`config.mk`:
```
export PLATFORM = sky130hd
export DESIGN_NAME = vram_host_port
export DESIGN_NICKNAME = d
export VERILOG_FILES = /design/src/rtl/vram_pkg.sv /design/src/rtl/vram_write_fifo.sv /design/src/rtl/vram_host_port.sv
export SDC_FILE = /design/constraint.sdc
export NUM_CORES = 1
export LEC_CHECK = 0
export CORE_MARGIN = 10
export CORE_UTILIZATION = 54
export CTS_BUF_LIST = sky130_fd_sc_hd__clkbuf_8
export DETAILED_ROUTE_END_ITERATION = 6
export GPL_ROUTABILITY_DRIVEN = 0
export HOLD_SLACK_MARGIN = 0.05
export PLACE_DENSITY = 0.82
export SYNTH_ARGS = -nofsm -noshare
export SYNTH_HDL_FRONTEND = slang
export SYNTH_SLANG_ARGS = --single-unit
```
`constraint.sdc`:
```
create_clock -name clk -period 3.99 [get_ports clk]
set_input_delay 0.5985 -clock clk [delete_from_list [all_inputs] [get_ports clk]]
set_output_delay 0.5985 -clock clk [all_outputs]
set_load 0.1 [all_outputs]
```
`src/rtl/vram_pkg.sv`:
```
// Shared VRAM geometry constants and the host-port read FSM state type.
package vram_pkg;
  localparam int VRAM_BANK_ADDRESS_WIDTH = 14;
  localparam int VRAM_WORD_WIDTH         = 16;
  localparam int VRAM_READ_LATENCY       = 1;

  typedef enum logic [1:0] {
    ST_IDLE         = 2'd0,
    ST_READ_WAIT    = 2'd1,
    ST_READ_CAPTURE = 2'd2
  } read_state_t;
endpackage

```
`src/rtl/vram_write_fifo.sv`:
```
// Synchronous write-buffer FIFO with occupancy count; DEPTH must be a power of 2.
module vram_write_fifo #(
  parameter int DEPTH = 4,
  parameter int WIDTH = 31
) (
  input  logic                     clk,
  input  logic                     reset_n,
  input  logic                     i_push,
  input  logic [WIDTH-1:0]         i_push_data,
  input  logic                     i_pop,
  output logic [WIDTH-1:0]         o_head,
  output logic [$clog2(DEPTH):0]   o_count,
  output logic                     o_empty
);
  localparam int PW = $clog2(DEPTH);
  localparam int CW = PW + 1;

  logic [WIDTH-1:0] r_mem [DEPTH];
  logic [PW-1:0]    r_wr_ptr;
  logic [PW-1:0]    r_rd_ptr;
  logic [CW-1:0]    r_count;
  logic             w_full;
  logic             w_push;
  logic             w_pop;

  assign w_full  = (r_count == CW'(DEPTH));
  assign o_empty = (r_count == '0);
  assign w_push  = i_push && !w_full;
  assign w_pop   = i_pop && !o_empty;
  assign o_head  = r_mem[r_rd_ptr];
  assign o_count = r_count;

  // Pointers wrap naturally because DEPTH is a power of 2.
  always_ff @(posedge clk or negedge reset_n) begin
    if (!reset_n) begin
      r_wr_ptr <= '0;
      r_rd_ptr <= '0;
      r_count  <= '0;
    end else begin
      if (w_push) r_wr_ptr <= r_wr_ptr + PW'(1);
      if (w_pop)  r_rd_ptr <= r_rd_ptr + PW'(1);
      if (w_push && !w_pop)      r_count <= r_count + CW'(1);
      else if (w_pop && !w_push) r_count <= r_count - CW'(1);
    end
  end

  always_ff @(posedge clk) begin
    if (w_push) r_mem[r_wr_ptr] <= i_push_data;
  end
endmodule

```
`src/rtl/vram_host_port.sv`:
```
// CPU-side VRAM initiator: buffered word writes, blocking word reads, and
// bank access only in arbiter-granted slot cycles.
module vram_host_port
  import vram_pkg::*;
#(
  parameter int FIFO_DEPTH    = 4,
  parameter int ADDRESS_WIDTH = 15
) (
  input  logic                     clk,
  input  logic                     reset_n,
  input  logic                     host_valid,
  input  logic                     host_write,
  input  logic [ADDRESS_WIDTH-1:0] host_address,
  input  logic [15:0]              host_write_data,
  output logic                     host_ready,
  output logic [15:0]              host_read_data,
  output logic                     host_read_valid,
  input  logic                     slot_available,
  output logic [13:0]              vram_even_address,
  output logic [13:0]              vram_odd_address,
  output logic                     vram_even_write_en,
  output logic                     vram_odd_write_en,
  output logic [31:0]              vram_write_data,
  input  logic [31:0]              vram_read_data,
  output logic                     busy
);
  localparam int ENTRY_W = ADDRESS_WIDTH + VRAM_WORD_WIDTH;
  localparam int CW      = $clog2(FIFO_DEPTH) + 1;
  localparam logic [CW-1:0] FULL_COUNT = CW'(FIFO_DEPTH);

  read_state_t r_state;
  read_state_t w_state_next;

  logic                               r_host_ready;
  logic [ADDRESS_WIDTH-2:0]           r_rd_address;
  logic                               r_rd_bank;
  logic [15:0]                        r_host_read_data;
  logic                               r_host_read_valid;
  logic [VRAM_BANK_ADDRESS_WIDTH-1:0] r_last_address;
  logic [31:0]                        r_last_wdata;

  logic                               w_accept;
  logic                               w_push;
  logic                               w_read_accept;
  logic                               w_pop;
  logic                               w_fifo_empty;
  logic [CW-1:0]                      w_fifo_count;
  logic [CW-1:0]                      w_count_next;
  logic [ENTRY_W-1:0]                 w_head;
  logic [VRAM_BANK_ADDRESS_WIDTH-1:0] w_bank_address;
  logic [31:0]                        w_write_data;
  logic                               w_even_we;
  logic                               w_odd_we;

  // Reads wait for an empty buffer so they always observe earlier writes.
  assign host_ready    = r_host_ready && (host_write || w_fifo_empty);
  assign w_accept      = host_valid && host_ready;
  assign w_push        = w_accept && host_write;
  assign w_read_accept = w_accept && !host_write;
  assign w_pop         = (r_state == ST_IDLE) && slot_available && !w_fifo_empty;
  assign w_count_next  = w_fifo_count + CW'(w_push) - CW'(w_pop);

  vram_write_fifo #(
    .DEPTH (FIFO_DEPTH),
    .WIDTH (ENTRY_W)
  ) u_fifo (
    .clk         (clk),
    .reset_n     (reset_n),
    .i_push      (w_push),
    .i_push_data ({host_address, host_write_data}),
    .i_pop       (w_pop),
    .o_head      (w_head),
    .o_count     (w_fifo_count),
    .o_empty     (w_fifo_empty)
  );

  always_ff @(posedge clk or negedge reset_n) begin
    if (!reset_n) r_state <= ST_IDLE;
    else          r_state <= w_state_next;
  end

  always_comb begin
    w_state_next = r_state;
    case (r_state)
      ST_IDLE:         if (w_read_accept) w_state_next = ST_READ_WAIT;
      ST_READ_WAIT:    if (slot_available) w_state_next = ST_READ_CAPTURE;
      ST_READ_CAPTURE: w_state_next = ST_IDLE;
      default:         w_state_next = ST_IDLE;
    endcase
  end

  // Outside driven cycles the bank lines replay the last value, so they never toggle idle.
  always_comb begin
    w_bank_address = r_last_address;
    w_write_data   = r_last_wdata;
    w_even_we      = 1'b0;
    w_odd_we       = 1'b0;
    case (r_state)
      ST_IDLE: begin
        if (w_pop) begin
          w_bank_address = w_head[ENTRY_W-1:VRAM_WORD_WIDTH+1];
          w_write_data   = {w_head[VRAM_WORD_WIDTH-1:0], w_head[VRAM_WORD_WIDTH-1:0]};
          w_even_we      = !w_head[VRAM_WORD_WIDTH];
          w_odd_we       = w_head[VRAM_WORD_WIDTH];
        end
      end
      ST_READ_WAIT, ST_READ_CAPTURE: w_bank_address = r_rd_address;
      default: ;
    endcase
  end

  always_ff @(posedge clk or negedge reset_n) begin
    if (!reset_n) begin
      r_host_ready      <= 1'b1;
      r_rd_address      <= '0;
      r_rd_bank         <= 1'b0;
      r_host_read_data  <= '0;
      r_host_read_valid <= 1'b0;
      r_last_address    <= '0;
      r_last_wdata      <= '0;
    end else begin
      r_host_ready      <= (w_state_next == ST_IDLE) && (w_count_next != FULL_COUNT);
      r_host_read_valid <= (r_state == ST_READ_CAPTURE);
      r_last_address    <= w_bank_address;
      r_last_wdata      <= w_write_data;
      if (w_read_accept) begin
        r_rd_address <= host_address[ADDRESS_WIDTH-1:1];
        r_rd_bank    <= host_address[0];
      end
      if (r_state == ST_READ_CAPTURE)
        r_host_read_data <= r_rd_bank ? vram_read_data[31:16] : vram_read_data[15:0];
    end
  end

  assign vram_even_address  = w_bank_address;
  assign vram_odd_address   = w_bank_address;
  assign vram_even_write_en = w_even_we;
  assign vram_odd_write_en  = w_odd_we;
  assign vram_write_data    = w_write_data;
  assign host_read_data     = r_host_read_data;
  assign host_read_valid    = r_host_read_valid;
  assign busy               = !w_fifo_empty || (r_state != ST_IDLE);
endmodule

```
* Word-level counts from Yosys, hierarchy flattened
Memories as Yosys holds them, arrays and structs flattened.
Index checks and enable logic that the tools add are counted.
** Storage, ports and cells
- Bits in registers :: 88
- Bits in writable memories :: 124
- Bits of input ports :: 68
- Output and inout port bits :: 81
- Word-level logic and storage cells :: 63
- Memories kept :: 1
** Cells by class
- Add/subtract/negate cells :: 6
- Eq/ne operators :: 4
- Mux-type cells :: 16
- Reductions and logical operators :: 25
** Memories
- u_fifo.r_mem :: depth 4, width 31, rd ports 1, clocked after Yosys merged registers in 0, wr ports 1, line vram_write_fifo.sv:18 : logic [WIDTH-1:0] r_mem [DEPTH];
** Operators by type and width (count)
- two-way mux 32 bit :: 2
- case mux 14 bit (2 select lines) :: 1
- two-way mux 16 bit :: 1
- two-way mux 14 bit :: 1
- logical AND 1 bit :: 11
- logical NOT 1 bit :: 6
- two-way mux 1 bit :: 6
- two-way mux 3 bit :: 2
- adder 2 x 1 -> 2 bit, second input constant :: 2
- logical NOT 2 bit :: 2
- two-way mux 2 bit :: 2
- case mux 2 bit (2 select lines) :: 1
- nonzero test 2 bit :: 2
- adder 3 x 1 -> 3 bit :: 1
- adder 3 x 1 -> 3 bit, second input constant :: 1
- equality test 3 bit, second input constant :: 1
- logical NOT 3 bit :: 1
- != test 3 bit, second input constant :: 1
- subtractor 3 x 1 -> 3 bit :: 1
- subtractor 3 x 1 -> 3 bit, second input constant :: 1
- equality test 2 x 1 -> 1 bit, second input constant :: 1
- equality test 2 bit, second input constant :: 1
- logical OR 1 bit :: 2
- OR reduction 2 bit :: 1

* Longest topological paths before layout
- Depth in word-level cells :: 10
- Mapped depth :: 12

* Cells and area by module
From an unflattened synthesis, not the netlist that was laid out.
** Second synthesis, totals
- Cell total of the unflattened synthesis :: 543
- Area total of the unflattened synthesis :: 8414.3 µm²
** Modules (own cells, without submodules)
- vram_write_fifo :: times used 1, cells each 197, area an instance 4926.0 µm², seq. area each 3898.7 µm²
- vram_host_port :: times used 1, cells each 346, area an instance 3488.3 µm², seq. area each 2028.2 µm²

* Worst setup path after synthesis
No wires, ideal clock.
- Kind :: flip-flop to output port
- Start point :: register r_state[1]
- End point :: output port vram_odd_address[0]
- Arrival time :: 2.560 ns
- Data required time :: 3.391 ns
- Path slack :: 0.831 ns
- Cell stages (with the launch flop) :: 7
- Path through :: dfrtp_1 -> ha_1 -> clkbuf_1 -> nor2b_1 -> clkbuf_1 -> a221o_1 -> buf_4
** On the way
- Cells in the longest elaborated chain, start to end :: 5
- Elaborated cells between the ends (all ways) :: 8
** RTL lines
- start, declared :: line vram_host_port.sv:31 : read_state_t r_state;
- start signal, assigned :: line vram_host_port.sv:79 : else r_state <= w_state_next;
- logical NOT 2 bit :: line vram_host_port.sv:60, vram_host_port.sv:98
- logical AND 1 bit (2 in series) :: line vram_host_port.sv:60 : assign w_pop = (r_state == ST_IDLE) && slot_available && !w_fifo_empty;
- two-way mux 14 bit :: line vram_host_port.sv:100 : if (w_pop) begin
- case mux 14 bit (2 select lines) (*) :: line vram_host_port.sv:98 : case (r_state)
- end, declared :: line vram_host_port.sv:20 : output logic [13:0] vram_odd_address,
Mark *: on every way between the ends. The rest lies on a longest branch, timed or not.

* Worst setup path after layout
- Start point :: register r_state[1]
- End point :: output port vram_odd_address[7]
Same word-level chain as after synthesis.

==> results.md <==
* Run status: complete, no violations
* GRT met3 Usage at 5.67%
* CP Cell Sequence: ha_1 -> nor2b_1 -> a221o_1 -> buf_12
* Number of flops mapped to enable cells by yosys at 124
* #FFs+latches synth at 212
* Slew margin rel. at 7.01%
* Routed length per instance at 20.5 um
* CP Max Fanout at 16
* Syn. warnings at 0
* Chip Height at 145 um
* Commonest register cell after synthesis: edfxtp_1
* First-pass GRT wire length at 29400 um
* Setup WS post-layout at 0.0707 ns
* MaxCap Viol Count at 0
* Via count at 4867
* Worst path max stage delay at 1.16 ns
* Sequential share of the synthesized area at 70.5%
* # clock sinks at 212
* CTS Buf Count at 34
* Post-cts sizing count at 0
* Setup Total Neg Slack at 0 ns
* Setup CP Type: flop to output port
* Drt first pass iters at 4
* CP Buf/Inv Count at 1
* Vias per cell at 5.39
* Final Max Tran Viols at 0
* Fraction of layout cells with a size suffix above 1 at 24.7%
* Nets at 747
* H-tree Lvls at 2
* Worst skew pair latency at 0.50 ns
* DIE WIDTH at 145 um
* Gr busiest metal: met2
* CP Launch Type: flop
* CTS clk-pin slew, worst paths at 0.06 ns
* Worst slew pin tran at 1.39 ns
* Syn avg cell area at 16.2 sq um
* CP top delay family: simple AND/OR/NAND/NOR gates
* Worst path slowest cell: nor2b_1
* RSZ-0062 raised after global routing: no
* # diodes at 0
* Worst Path Required at 3.39 ns
* Met1 Use GR at 21.6%
* Layout area overhead at 33.0%
* Largest net degree at the start of global routing at 56
* Synth async-reset ratio at 41.5%
* Final WL at 18600 um
* Die ar. at 21000 sq um
* Post-route DRC violation count at 0
* Ports at 149
* Critical path endpoint category: output port
* Min cycle time layout at 3.92 ns
* TritonCTS clock tree: done
* GR Util met2 at 30.8%
* I/O Buffers at 148
* Antenna viol nets, final at 0
* Cts hold-fix bufs at 0
* Clock Tree Root: clkbuf_8
* Final Core Density at 73.3%
* Hold Path Class: input port to asynchronous set/reset pin
* Worst clock skew at 0.0134 ns
* Place WS at 0.635 ns
* Mapped cell area at 8410 sq um
* Iter 0 DRT Violations at 284
* Clock Path Buffers at 3
* Crit path DAT at 3.32 ns
* Core box area at 15300 sq um
* Initial Utilization at 55.1%
* # setup viols final at 0
* Initial antenna violation count at 0
* Fin crit share at 98.2%
* Unique masters post-synth at 35
* Vias in the first global route at 5404
* All-Layer GR Usage at 18.1%
* Global route total overflow at 0
* Post-synth net total at 600
* Setup repair bufs after CTS at 0
* Std-Cell Rows at 45
* F_max at 0.255 GHz
* Detail Placement HPWL at 12200 um
* Final hold violation count at 0
* Syn Inst Count at 519
worst reg2reg max path, cell delays in order, from the launching register on:
cell     delay (ns)
dfrtp_1        0.43
inv_1          0.10
ha_1           0.25
o311a_1        0.17
inv_2          0.70
ha_1           0.32
inv_1          0.06
fa_1           0.38
xor2_1         0.17
nor2_1         0.11
xor2_1         0.15
logic make-up (layout without fill, tap and decap cells):
family / Yosys count / in the layout / share of synthesized area (%)
AOI/OAI and AO/OA: 41 / 41 / 3.54
xor gates and xnor gates: 8 / 8 / 0.833
adders and majority gates: 13 / 13 / 2.11
buffers and inverters: 50 / 223 / 3.61
DFF: 212 / 212 / 70.5
muxes: 64 / 64 / 12.5
and+or+nand+nor: 131 / 131 / 6.96
synthesized netlist by cell type (2+ instances only):
| cell type | count | area share (%) |
|---|---|---|
| buf_6 | 2 | 0.27 |
| buf_2 | 14 | 0.83 |
| xor2_1 | 2 | 0.21 |
| fa_1 | 2 | 0.48 |
| inv_1 | 9 | 0.40 |
| and2_1 | 6 | 0.45 |
| mux2_2 | 17 | 2.3 |
| mux4_2 | 31 | 8.3 |
| nor3b_1 | 14 | 1.2 |
| nor2_1 | 22 | 0.98 |
| mux2i_1 | 16 | 1.9 |
| xnor2_1 | 6 | 0.62 |
| dfrtp_1 | 87 | 26 |
| clkbuf_1 | 6 | 0.27 |
| a21oi_1 | 18 | 1.1 |
| o21ai_0 | 2 | 0.12 |
| ha_1 | 11 | 1.6 |
| a221o_1 | 14 | 1.7 |
| edfxtp_1 | 124 | 44 |
| nand2_1 | 84 | 3.7 |
| buf_4 | 18 | 1.6 |
sequential cells by signal, summed over array words and instances, names as in the netlist:
name	flops
u_fifo.r_rd_ptr	2
r_last_wdata	32
r_state	2
u_fifo.o_count	3
host_read_data	16
r_host_ready	1
u_fifo.r_wr_ptr	2
r_rd_bank	1
r_rd_address	14
u_fifo.r_mem	124
r_last_address	14
host_read_valid	1
path summary, 6_finish.rpt:
kind	start	to	slack [ns]	depth (start not counted)
worst max-delay path	r_state[1]	vram_odd_address[7]	0.07	4
worst min-delay path	reset_n	host_read_data[1]	0.16	1
worst max register to register	r_state[1]	u_fifo.o_count[2]	1.07	10
worst min register to register	r_rd_address[8]	r_rd_address[8]	0.51	1
max in group asynchronous	reset_n	host_read_data[14]	2.88	2
min in group clk	r_rd_address[8]	r_rd_address[8]	0.51	1
layout make-up:
class                           count  area (sq um)
Inverter                            9          33.8
Multi-Input combinational cell    257          2190
Clock buffer                       41           564
Sequential cell                   212          5930
Timing Repair Buffer              152          2130
Clock inverter                     21          85.1
Fill cell                         940          4070
Tap cell                          211           264
cell usage in the layout, fill, tap and decap left out, drive strengths merged, types with 2 or more instances in the layout:
cell | Yosys | final
a21oi | 18 | 18
a221o | 14 | 14
and2 | 6 | 6
buf | 35 | 68
clkbuf | 6 | 41
clkdlybuf4s50 | 0 | 84
clkinv | 0 | 9
dfrtp | 87 | 87
edfxtp | 124 | 124
fa | 2 | 2
ha | 11 | 11
inv | 9 | 21
mux2 | 17 | 17
mux2i | 16 | 16
mux4 | 31 | 31
nand2 | 84 | 84
nor2 | 22 | 22
nor3b | 14 | 14
o21ai | 2 | 2
xnor2 | 6 | 6
xor2 | 2 | 2
metal layers:
metal | share of wire (%) | wire [um]
met2 | 52 | 9580
met3 | 8.6 | 1600
met4 | 1.3 | 243
met1 | 38 | 7130
met5 | 0 | 0
metrics by stage:
step,std cells,cell area [sq um],hold slack [ns]
after floorplan,519,8410,0.303
after global placement,841,10500,0.493
after detailed placement,841,10500,0.500
after CTS,903,11200,0.162
after global routing,903,11200,0.195
final,903,11200,0.159
Power is not shown: default switching activity piles up to over one toggle a cycle in this logic, so the estimate is an artifact.
